## src/rtl/float_to_int.sv

```systemverilog
// IEEE-754 single-precision to int32 converter, round-to-nearest-even.
// Specials and out-of-range operands resolve in one cycle; others align serially, then round.
module float_to_int (
    input  logic        clk,
    input  logic        rst,
    input  logic        in_valid,
    output logic        in_ready,
    input  logic [31:0] a,
    output logic        out_valid,
    input  logic        out_ready,
    output logic [31:0] c,
    output logic        invalid,
    output logic        inexact
);

    localparam logic [1:0] IDLE  = 2'd0;
    localparam logic [1:0] ALIGN = 2'd1;
    localparam logic [1:0] ROUND = 2'd2;
    localparam logic [1:0] DONE  = 2'd3;

    localparam logic [7:0] ALIGN_EXP = 8'd150;

    logic [1:0]  state_r;
    logic [33:0] work_r;
    logic [7:0]  cnt_r;
    logic        sign_r;
    logic        out_valid_r;
    logic [31:0] c_r;
    logic        invalid_r;
    logic        inexact_r;

    logic [7:0]  exp_s;
    logic [22:0] man_s;
    logic        fast_s;
    logic [31:0] fast_c_s;
    logic        fast_invalid_s;
    logic        fast_inexact_s;
    logic        round_inc_s;
    logic [31:0] mag_s;
    logic [31:0] res_s;

    assign exp_s     = a[30:23];
    assign man_s     = a[22:0];
    assign in_ready  = (state_r == IDLE);
    assign out_valid = out_valid_r;
    assign c         = c_r;
    assign invalid   = invalid_r;
    assign inexact   = inexact_r;

    // Classify the operand for one-cycle resolution (specials, saturation, |a| < 0.5).
    always_comb begin
        fast_s         = 1'b0;
        fast_c_s       = 32'd0;
        fast_invalid_s = 1'b0;
        fast_inexact_s = 1'b0;
        if (exp_s == 8'd255) begin
            fast_s         = 1'b1;
            fast_invalid_s = 1'b1;
            if ((man_s != 23'd0) || (a[31] == 1'b0)) begin
                fast_c_s = 32'h7FFF_FFFF;
            end else begin
                fast_c_s = 32'h8000_0000;
            end
        end else if (exp_s >= 8'd158) begin
            fast_s = 1'b1;
            if (a[31] == 1'b0) begin
                fast_c_s       = 32'h7FFF_FFFF;
                fast_invalid_s = 1'b1;
            end else begin
                fast_c_s       = 32'h8000_0000;
                // -2^31 is exactly representable
                fast_invalid_s = (a != 32'hCF00_0000);
            end
        end else if (exp_s < 8'd126) begin
            fast_s         = 1'b1;
            fast_c_s       = 32'd0;
            fast_inexact_s = (a[30:0] != 31'd0);
        end else begin
            fast_s = 1'b0;
        end
    end

    // Round half to even on the aligned integer/guard/sticky bits, then apply sign.
    always_comb begin
        round_inc_s = work_r[1] & (work_r[0] | work_r[2]);
        mag_s       = work_r[33:2] + {31'd0, round_inc_s};
        if (sign_r) begin
            res_s = 32'd0 - mag_s;
        end else begin
            res_s = mag_s;
        end
    end

    // Control FSM, alignment datapath and registered result.
    always_ff @(posedge clk) begin
        if (rst) begin
            state_r     <= IDLE;
            work_r      <= 34'd0;
            cnt_r       <= 8'd0;
            sign_r      <= 1'b0;
            out_valid_r <= 1'b0;
            c_r         <= 32'd0;
            invalid_r   <= 1'b0;
            inexact_r   <= 1'b0;
        end else begin
            case (state_r)
                IDLE: begin
                    if (in_valid) begin
                        if (fast_s) begin
                            c_r         <= fast_c_s;
                            invalid_r   <= fast_invalid_s;
                            inexact_r   <= fast_inexact_s;
                            out_valid_r <= 1'b1;
                            state_r     <= DONE;
                        end else begin
                            work_r  <= {8'd0, 1'b1, man_s, 2'b00};
                            cnt_r   <= exp_s;
                            sign_r  <= a[31];
                            state_r <= ALIGN;
                        end
                    end
                end
                ALIGN: begin
                    if (cnt_r > ALIGN_EXP) begin
                        work_r <= {work_r[32:0], 1'b0};
                        cnt_r  <= cnt_r - 8'd1;
                    end else if (cnt_r < ALIGN_EXP) begin
                        // guard shifts into sticky, which accumulates
                        work_r <= {1'b0, work_r[33:2], work_r[1] | work_r[0]};
                        cnt_r  <= cnt_r + 8'd1;
                    end else begin
                        state_r <= ROUND;
                    end
                end
                ROUND: begin
                    c_r         <= res_s;
                    invalid_r   <= 1'b0;
                    inexact_r   <= work_r[1] | work_r[0];
                    out_valid_r <= 1'b1;
                    state_r     <= DONE;
                end
                DONE: begin
                    if (out_ready) begin
                        out_valid_r <= 1'b0;
                        state_r     <= IDLE;
                    end
                end
                default: begin
                    out_valid_r <= 1'b0;
                    state_r     <= IDLE;
                end
            endcase
        end
    end

endmodule

```

## config.mk

```make
export PLATFORM = sky130hd
export DESIGN_NAME = float_to_int
export DESIGN_NICKNAME = d
export VERILOG_FILES = /design/src/rtl/float_to_int.sv
export SDC_FILE = /design/constraint.sdc
export NUM_CORES = 1
export LEC_CHECK = 0
export ABC_AREA = 0
export CAP_MARGIN = 15
export CORE_MARGIN = 1
export CORE_UTILIZATION = 52
export DETAILED_ROUTE_END_ITERATION = 6
export PLACE_DENSITY = 0.78
export SYNTH_ARGS = -nofsm -noshare
export SYNTH_HDL_FRONTEND = slang
export SYNTH_SLANG_ARGS = --single-unit
```

## constraint.sdc

```tcl
create_clock -name clk -period 3 [get_ports clk]
set_input_delay 0.3 -clock clk [delete_from_list [all_inputs] [get_ports clk]]
set_output_delay 0.3 -clock clk [all_outputs]
set_load 0.01 [all_outputs]
```

== After elaboration in Yosys (flattened, before gate mapping) ==
Cells that the tools add are included.

* Output and inout bits: 36
* Register bits after elaboration: 80
* Input bits: 36
* Memories kept: 0
* Memory bits (writable): 0
* Word-level logic and storage cells: 88
* Latch bits: 0
* ROM bits: 0

* Add/sub/neg operators: 4
* Reduce and logical (&&, ||, !) cells: 12
* Order comparisons: 4
* Muxes and demuxes: 43
* Shift operators: 0
* Div/mod/pow operators: 0
* Equal/unequal tests: 12
* Bitwise operators: 5
* Multiply operators: 0

{| class="wikitable"
|+ Operator list
! operator !! count
|-
| 32-bit two-way mux || 7
|-
| 34-bit two-way mux || 4
|-
| 34-bit one-hot mux with 2 select lines || 1
|-
| 32-bit one-hot mux with 2 select lines || 1
|-
| 32-bit by 1-bit adder with 32-bit output || 1
|-
| 8-bit two-way mux || 4
|-
| 32-bit inequality test, second input constant || 1
|-
| 1-bit by 32-bit subtractor with 32-bit output, first input constant || 1
|-
| 31-bit nonzero test || 1
|-
| 23-bit nonzero test || 1
|-
| 1-bit two-way mux || 16
|-
| 8-bit one-hot mux with 2 select lines || 1
|-
| 4-bit AND reduction || 3
|-
| 2-bit two-way mux || 5
|-
| 2-bit inequality test, second input constant || 5
|-
| 8-bit by 1-bit adder with 8-bit output, second input constant || 1
|-
| 8-bit equality test, second input constant || 1
|-
| 8-bit >= comparator, second input constant || 1
|-
| 8-bit greater-than comparator, second input constant || 1
|-
| 8-bit by 7-bit < comparator with 1-bit output, second input constant || 1
|-
| 8-bit < comparator, second input constant || 1
|-
| 2-bit one-hot mux with 4 select lines || 1
|-
| 8-bit by 1-bit subtractor with 8-bit output, second input constant || 1
|-
| 3-bit AND reduction || 2
|-
| other kinds (13) || 18
|}

== Longest topological paths before layout ==
Gate-level depths: netlist (run 1).

* Depth after elaboration: 7
* Gate-level depth with buffers: 14
* Mapped depth without buffers: 13

== Worst setup path before layout (run 1) ==
OpenSTA, ideal clock, no wires.

* Path type: reg2reg
* From: register work_r[1]
* To: register c_r[31] (netlist: c[31])
* Cell stages (with the launch flop): 12
* Buffers on the path: 1
* Setup time: 88 ps
* Setup slack: -112 ps
* Data arrival time: 3024 ps
* Required time: 2912 ps
* Period minus slack after synthesis: 3112 ps
* Path through: dfxtp_1 buf_2 and2_1 ha_1 and3_1 nand2_1 or4_4 xor2_2 nand4_2 nor4_1 a31oi_1 nor4_2

* Longest elaborated chain between the ends: 5

{| class="wikitable"
|+ RTL lines
! element !! RTL line !! source
|-
| from (decl) || 24 || <nowiki>logic [33:0] work_r;</nowiki>
|-
| from (signal assigned) || 116 || <nowiki>work_r <= {8'd0, 1'b1, man_s, 2'b00};</nowiki>
|-
| from (signal assigned) || 125 || <nowiki>work_r <= {work_r[32:0], 1'b0};</nowiki>
|-
| from (signal assigned) || 129 || <nowiki>work_r <= {1'b0, work_r[33:2], work_r[1] | work_r[0]};</nowiki>
|-
| 1-bit AND * || 85 || <nowiki>round_inc_s = work_r[1] & (work_r[0] | work_r[2]);</nowiki>
|-
| 32-bit by 1-bit adder with 32-bit output * || 86 || <nowiki>mag_s = work_r[33:2] + {31'd0, round_inc_s};</nowiki>
|-
| 1-bit by 32-bit subtractor with 32-bit output || 88 || <nowiki>res_s = 32'd0 - mag_s;</nowiki>
|-
| 32-bit two-way mux * || 87 || <nowiki>if (sign_r) begin</nowiki>
|-
| 32-bit one-hot mux with 2 select lines * || 106 || <nowiki>case (state_r)</nowiki>
|-
| to (signal assigned) || 110 || <nowiki>c_r <= fast_c_s;</nowiki>
|-
| to (signal assigned) || 136 || <nowiki>c_r <= res_s;</nowiki>
|-
| to (decl) || 28 || <nowiki>logic [31:0] c_r;</nowiki>
|}

Mark *: on every way between the ends. The rest lies on a longest branch, timed or not.
A chain may end at the register's enable or synchronous reset.

== Worst setup path in the final report (run 1) ==
* From: register cnt_r[2]
* To: register cnt_r[7]

* Longest elaborated chain between the ends: 4
* Elaborated cells on any way between the ends: 9
* Classes of those cells: 2 x add/sub; 2 x order compare; 1 x eq/ne; 3 x mux; 1 x reduce/logical

{| class="wikitable"
|+ RTL lines
! element !! RTL line !! source
|-
| from (decl) || 25 || <nowiki>logic [7:0] cnt_r;</nowiki>
|-
| from (signal assigned) || 117 || <nowiki>cnt_r <= exp_s;</nowiki>
|-
| from (signal assigned) || 126 || <nowiki>cnt_r <= cnt_r - 8'd1;</nowiki>
|-
| from (signal assigned) || 130 || <nowiki>cnt_r <= cnt_r + 8'd1;</nowiki>
|-
| 8-bit by 1-bit adder with 8-bit output || 130 ||
|-
| 8-bit two-way mux || 127 || <nowiki>end else if (cnt_r < ALIGN_EXP) begin</nowiki>
|-
| 8-bit two-way mux || 124 || <nowiki>if (cnt_r > ALIGN_EXP) begin</nowiki>
|-
| 8-bit one-hot mux with 2 select lines || 106 ||
|}

Parallel ways exist; a longest one is shown, timed or not. The select of a mux whose other input is x is not followed.

==> reports/qor.csv, run 1 <==
metric,value,unit
place.gp.congestion,0.9408,
synth.top_cell.area_share,0.2623,
min_path_type,flip-flop to flip-flop,
ir_drop,0.5276,mV
timing.rr.start,cnt_r[2]$_SDFFE_PP0P_,
area_delta_synth_final,23.24,%
top_usage_layer,met2,
core_area,0.01142,mm²
io_pins,72,
ys_types,71,
grt_pass1_wl,27390,µm
critPathTopFamily,compound AO/OA/AOI/OAI gates,
worst_path_max_delay_cell,dfxtp_1,
diodes,0,
cts_tree,yes,
hold_end,invalid$_SDFFE_PP0P_,
post-route-drc-count,0,
grt_overflow,0,
cts_buffer_depth,2,
period_share,0.9442,
drive_above_1_share,0.1282,
finalHoldViolCount,0,
wire_per_inst,16.27,µm
syn-num-nets,864,
setup_viol,0,
synth_area_leaders,"dfxtp_1 26%, nor2_1 8.4%, mux2i_1 7.2%",
r2r_slack,170,ps
end_kind,flip-flop,
finalNonFillerCells,1032,
fmax,0.3530,GHz
worstSkewPairLatency,360,ps
cts-root-buf,clkbuf_16,
async_reset_ff_frac,0,
critPathMostFrequentCell,a21oi_1,
maxSlewViolCount,0,
die_w,110.4,µm
seq_area_frac_synth,0.2623,
use_met3,0.03939,
drv_cap,0,
status,"complete, no violations",
drt-initial-drc-count,526,
dpl.cell_count,1016,
port_buffers,71,
worstHoldStart,invalid$_SDFFE_PP0P_,
synth_top_area_cell,dfxtp_1,
p_per_area,850.8,mW/mm²
cts.clk_slew.worst_paths,70,ps
routed-via-count,6274,
slew_headroom,0.4924,
htreeDepth,3,
drtPass1Iterations,5,
cts_sinks,80,
gr-usage-met1,0.3872,
finalWorstPathRequiredPeriod,2833,ps
yosysWarnings,0,
p_total,0.006401,W
avgSynthCellArea,7.490,µm²
antenna_found_initial,0,
post-route-util,0.6589,
viasPerCell,6.079,
dp_hpwl,12280,µm
worstPathArrival,3140,ps
start_util,0.5346,
nNetsFinal,933,
row_count,39,
hold_buffers,0,
fin_worst_skew,8.697,ps
synth-edff-count,0,
grt_setup_unrepaired,no,
whs_path_depth,2,
synthesis.area,0.006105,mm²
path_max_fanout,5,
grt_start_max_net_pins,65,
slowest_delay,420,ps
synth_flop_cell,dfxtp_1,
dieArea,0.01218,mm²
crit_buf_inv,1,
cp_cell_sequence,a31oi_1 -> o21ai_0 -> nand2_2 -> inv_1 -> ha_1 -> a21o_1 -> a21oi_1 -> o21bai_1 -> a21oi_1 -> o21ai_1 -> and4_1 -> a311oi_1 -> o221a_2,
track_usage,0.2864,
synth_seq_cells,80,
final_antenna_net_count,0,
syn-instance-count,815,
use_met2,0.4556,
critPathRequiredTime,3310,ps
worst_slew_pin_slew,761.4,ps
grt_pass1_vias,5724,
crit_type,flip-flop to flip-flop,
timing.rr.end,cnt_r[7]$_SDFFE_PP0P_,
wl,16790,µm
cts-buffers-inserted,9,
leakagePower,3.019,nW
setup-tns-final,0,ps
worst_setup_path_start_kind,flip-flop,
die_y,110.4,µm
rr_worst_depth,13,
-- metal layers --
layer,part of all wire,wire (µm),up-vias
li1,-,-,3083
met5,0,0,-
met4,0.025,414,0
met1,0.45,7633,2913
met3,0.063,1058,32
met2,0.46,7687,246
-- final cells by class --
class | count | area, µm²
inverters | 20 | 75.07
multi-input cells | 646 | 4205
well taps | 143 | 178.9
flip-flops and latches | 80 | 1608
clock inverters | 7 | 55.05
fillers | 1019 | 3895
clock buffers | 9 | 225.2
repair buffers | 127 | 1176
-- cell usage in the layout, fill, tap and decap left out, types with 5 or more instances in the layout --
| cell type | Yosys | layout |
|---|---|---|
| clkinvlp_4 | 0 | 5 |
| dfxtp_1 | 80 | 75 |
| xor2_1 | 14 | 14 |
| clkdlybuf4s50_1 | 0 | 70 |
| nor4_1 | 12 | 10 |
| dfxtp_2 | 0 | 5 |
| xnor2_1 | 38 | 38 |
| mux2i_1 | 44 | 44 |
| o31ai_1 | 5 | 5 |
| nand4_1 | 19 | 19 |
| a31oi_1 | 9 | 9 |
| nand2_1 | 43 | 42 |
| a22oi_1 | 9 | 9 |
| and3_1 | 13 | 13 |
| a21oi_1 | 70 | 69 |
| a211oi_1 | 33 | 33 |
| and4_1 | 9 | 9 |
| nor2_1 | 137 | 137 |
| clkbuf_16 | 0 | 9 |
| nor3_1 | 36 | 36 |
| o21ai_0 | 21 | 19 |
| buf_4 | 4 | 52 |
| nand3_1 | 23 | 22 |
| ha_1 | 12 | 10 |
| a311oi_1 | 5 | 5 |
| o21bai_1 | 8 | 8 |
| and2_1 | 8 | 8 |
| inv_1 | 20 | 20 |
-- registers in the layout, indices dropped and copies added, names as in the netlist --
signal	flops
state_r	2
out_valid	1
invalid	1
inexact	1
cnt_r	8
c	32
work_r	34
sign_r	1
-- synthesized netlist by cell type (3+ instances only) --
library cell / instances
nor2_1: 137
dfxtp_1: 80
a21oi_1: 70
clkbuf_1: 51
mux2i_1: 44
nand2_1: 43
xnor2_1: 38
nor3_1: 36
a211oi_1: 33
nand3_1: 23
o21ai_0: 21
inv_1: 20
nand4_1: 19
xor2_1: 14
and3_1: 13
ha_1: 12
nor4_1: 12
a22oi_1: 9
a31oi_1: 9
and4_1: 9
buf_2: 9
and2_1: 8
o21bai_1: 8
a311oi_1: 5
o31ai_1: 5
a211o_1: 4
buf_4: 4
nand3b_1: 4
o211ai_1: 4
or3_1: 4
or4_1: 4
a21o_1: 3
buf_1: 3
nand3_2: 3
nand4_2: 3
nor4_2: 3
o21ai_1: 3
or2_2: 3
-- tightest hold or removal path: cells and delay by family (launching register included) --
kind	cells	cell delay, ps
flip-flops	1	320
AND/OR/NAND/NOR	1	60
AO/OA/AOI/OAI	1	60
-- logic make-up after synthesis --
group,Yosys count,synth area share
buf+inv,89,0.06149
flops,80,0.2623
simple gates,340,0.2841
fa+ha+maj,13,0.02787
mux,45,0.07583
compound gates,195,0.2111
xor+xnor,53,0.07727
-- repair_timing --
action,CTS,global route
endpoints found under the setup margin,0,14
gates resized for setup,0,15
buffers inserted,0,0
-- power breakdown --
part	total [W]	switching (W)	internal, W
registers	0.00167	0.000291	0.00138
clock network	0.00107	0.000503	0.000566
logic	0.00366	0.00207	0.00159
total	0.00640	0.00286	0.00354
-- how the worst max path moves through the flow --
stage	start	to	slack (ps)	cells after the start
final	cnt_r[2]$_SDFFE_PP0P_	cnt_r[7]$_SDFFE_PP0P_	170	13
after global routing	cnt_r[2]$_SDFFE_PP0P_	cnt_r[7]$_SDFFE_PP0P_	5	13
after CTS	work_r[3]$_SDFFE_PP0P_	c[31]$_SDFFE_PP0P_	130	9
after detailed placement	a[28]	work_r[22]$_SDFFE_PP0P_	5	11
after global placement	a[28]	work_r[25]$_SDFFE_PP0P_	170	11
after floorplan	work_r[1]$_SDFFE_PP0P_	c[31]$_SDFFE_PP0P_	-30	11
-- stage by stage --
stage / hold slack, ps / setup slack, ps / area [µm²]
global route: 508.5 / 4.926 / 7523
detailed placement: 462.1 / 4.738 / 7193
floorplan: 447.2 / -25.98 / 6112
CTS: 472.1 / 126.5 / 7473
finish: 487.9 / 167.3 / 7523
global placement: 448.7 / 167.7 / 7193
(Power assumes the default switching activity.)
==> inputs of run 2 (changes only) <==
Settings changed: CORE_UTILIZATION 52 to 35, PLACE_DENSITY 0.78 to 0.6.
Clock period 3 ns to 2.7 ns, I/O delays scaled along.
==> reports/qor.csv, run 2 (same netlist as run 1, synthesis figures left out) <==
metric,value,unit
seq_power_share,0.233,
wire_per_inst,14.80,µm
cts-buffers-inserted,9,
cts.clk_slew.worst_paths,60,ps
cts_sinks,80,
viasPerCell,5.330,
grt_overflow,0,
final_antenna_net_count,0,
grt_start_max_net_pins,71,
dieArea,0.01797,mm²
end_kind,flip-flop,
grt_pass1_wl,28490,µm
power_switching,0.003202,W
fillerInstances,1720,
core_area,0.01682,mm²
finalWorstPathRequiredPeriod,2620,ps
p_comb_frac,0.587,
worstPathArrival,2850,ps
grt_setup_unrepaired,yes,
track_usage,0.1969,
status,"complete, no violations",
setup-tns-final,0,ps
routed-via-count,6204,
leakagePower,3.396,nW
cts-root-buf,clkbuf_16,
nNetsFinal,989,
min_path_type,flip-flop to flip-flop,
start_util,0.3630,
p_clk_frac,0.180,
slew_headroom,0.4805,
htreeDepth,3,
drv_cap,0,
fin_worst_skew,5.799,ps
worst_setup_path_start_kind,flip-flop,
die_w,134.1,µm
port_buffers,71,
worstSkewPairLatency,350,ps
io_pins,72,
ir_drop,0.4300,mV
layout_commonest_cell,nor2_1,
worst_slew_pin_slew,779.2,ps
finalHoldViolCount,0,
post-route-drc-count,0,
cts_tree,yes,
diodes,0,
drtPass1Iterations,5,
intPower,0.004488,W
dp_hpwl,12850,µm
cts_buffer_depth,2,
drive_above_1_share,0.2013,
wl,17230,µm
place.gp.congestion,0.8611,
regMostFlops,work_r,
grt_pass1_vias,5651,
antenna_found_initial,0,
fin_hold_ws,482.4,ps
drt-initial-drc-count,350,
area_delta_synth_final,35.40,%
largest_reg_flops,34,
row_count,47,
final_cell_mix,"136 x nor2_1, 105 x buf_4, 75 x dfxtp_1, 70 x clkdlybuf4s50_1, 66 x a21oi_1",
fmax,0.3817,GHz
maxSlewViolCount,0,
swShare,0.4164,
setup_viol,0,
period_share,0.9703,
crit_type,flip-flop to flip-flop,
p_per_area,930.4,mW/mm²
path_max_fanout,9,
critPathRequiredTime,2930,ps
die_y,134.1,µm
run 2: cell count changes in the layout (fill, tap and decap cells not counted), sizes merged:
cell / change
bufinv: +2
buf: +56
clkbuf: +4
inv: -2
clkinvlp: -5
run 2: area by class of cell:
| cell class | count | area [µm²] | area share |
|---|---|---|---|
| Multi-Input combinational cell | 646 | 4348 | 0.5260 |
| Timing Repair Buffer | 183 | 1617 | 0.1956 |
| Sequential cell | 80 | 1608 | 0.1945 |
| Clock buffer | 13 | 280.3 | 0.03391 |
| Tap cell | 220 | 275.3 | 0.03330 |
| Inverter | 20 | 77.57 | 0.009385 |
| Clock inverter | 2 | 60.06 | 0.007266 |
run 2: stage by stage:
step | total power (W) | cell area, µm² | worst slack [ps] | utilization | std cells
final | 0.007690 | 8265 | 80.06 | 0.4914 | 1164
after detailed placement | 0.006140 | 7765 | 10.07 | 0.4617 | 1147
after global placement | 0.006098 | 7765 | 66.94 | 0.4617 | 1147
after floorplan | 0.004462 | 6172 | -4.454 | - | 815
after CTS | 0.007560 | 8113 | 15.97 | 0.4824 | 1162
after global routing | 0.008253 | 8265 | -50.23 | 0.4914 | 1164
run 2: final timing paths:
check	start	to	slack, ps	depth (start not counted)
max reg2reg	work_r[7]$_SDFFE_PP0P_	c[31]$_SDFFE_PP0P_	80	10
min	invalid$_SDFFE_PP0P_	invalid$_SDFFE_PP0P_	480	2
max	work_r[7]$_SDFFE_PP0P_	c[31]$_SDFFE_PP0P_	80	10
min reg2reg	invalid$_SDFFE_PP0P_	invalid$_SDFFE_PP0P_	480	2
run 2: worst max-delay path, stage by stage, from the launching register on:
cell and delay, ps:
dfxtp_1 440, nand4_4 140, buf_4 170, nor4_4 260, and4b_1 280, o211ai_1 140
or3_4 440, and3b_2 270, buf_6 130, and4_1 190, nor4_2 50
run 2: power groups by stage:
stage | Sequential [W] | Combinational (W) | Clock [W]
after floorplan | 0.00184 | 0.00262 | 0
after global placement | 0.00180 | 0.00430 | 0
after detailed placement | 0.00181 | 0.00433 | 0
after CTS | 0.00178 | 0.00436 | 0.00142
after global routing | 0.00184 | 0.00496 | 0.00146
final | 0.00179 | 0.00452 | 0.00138
run 2: timing repair:
action                                  in CTS  in global routing
endpoints found under the setup margin       1                 16
hold buffers                                 0                  0
resized for setup                            1                 35
setup buffers                                0                  2
pin swaps                                    0                  8
run 2: per-layer routing:
layer / part of all wire / vias to the layer above / GRT usage
li1: - / 3203 / -
met1: 0.54 / 2860 / 0.2932
met2: 0.41 / 119 / 0.2861
met3: 0.034 / 22 / 0.02683
met4: 0.017 / 0 / 0.06929
met5: 0 / - / 0
==> inputs of run 3 (changes only) <==
Settings changed: SLEW_MARGIN from default to 0.
==> results of run 3 <==
Final layout, timing and power as in run 2 (identical DEF).
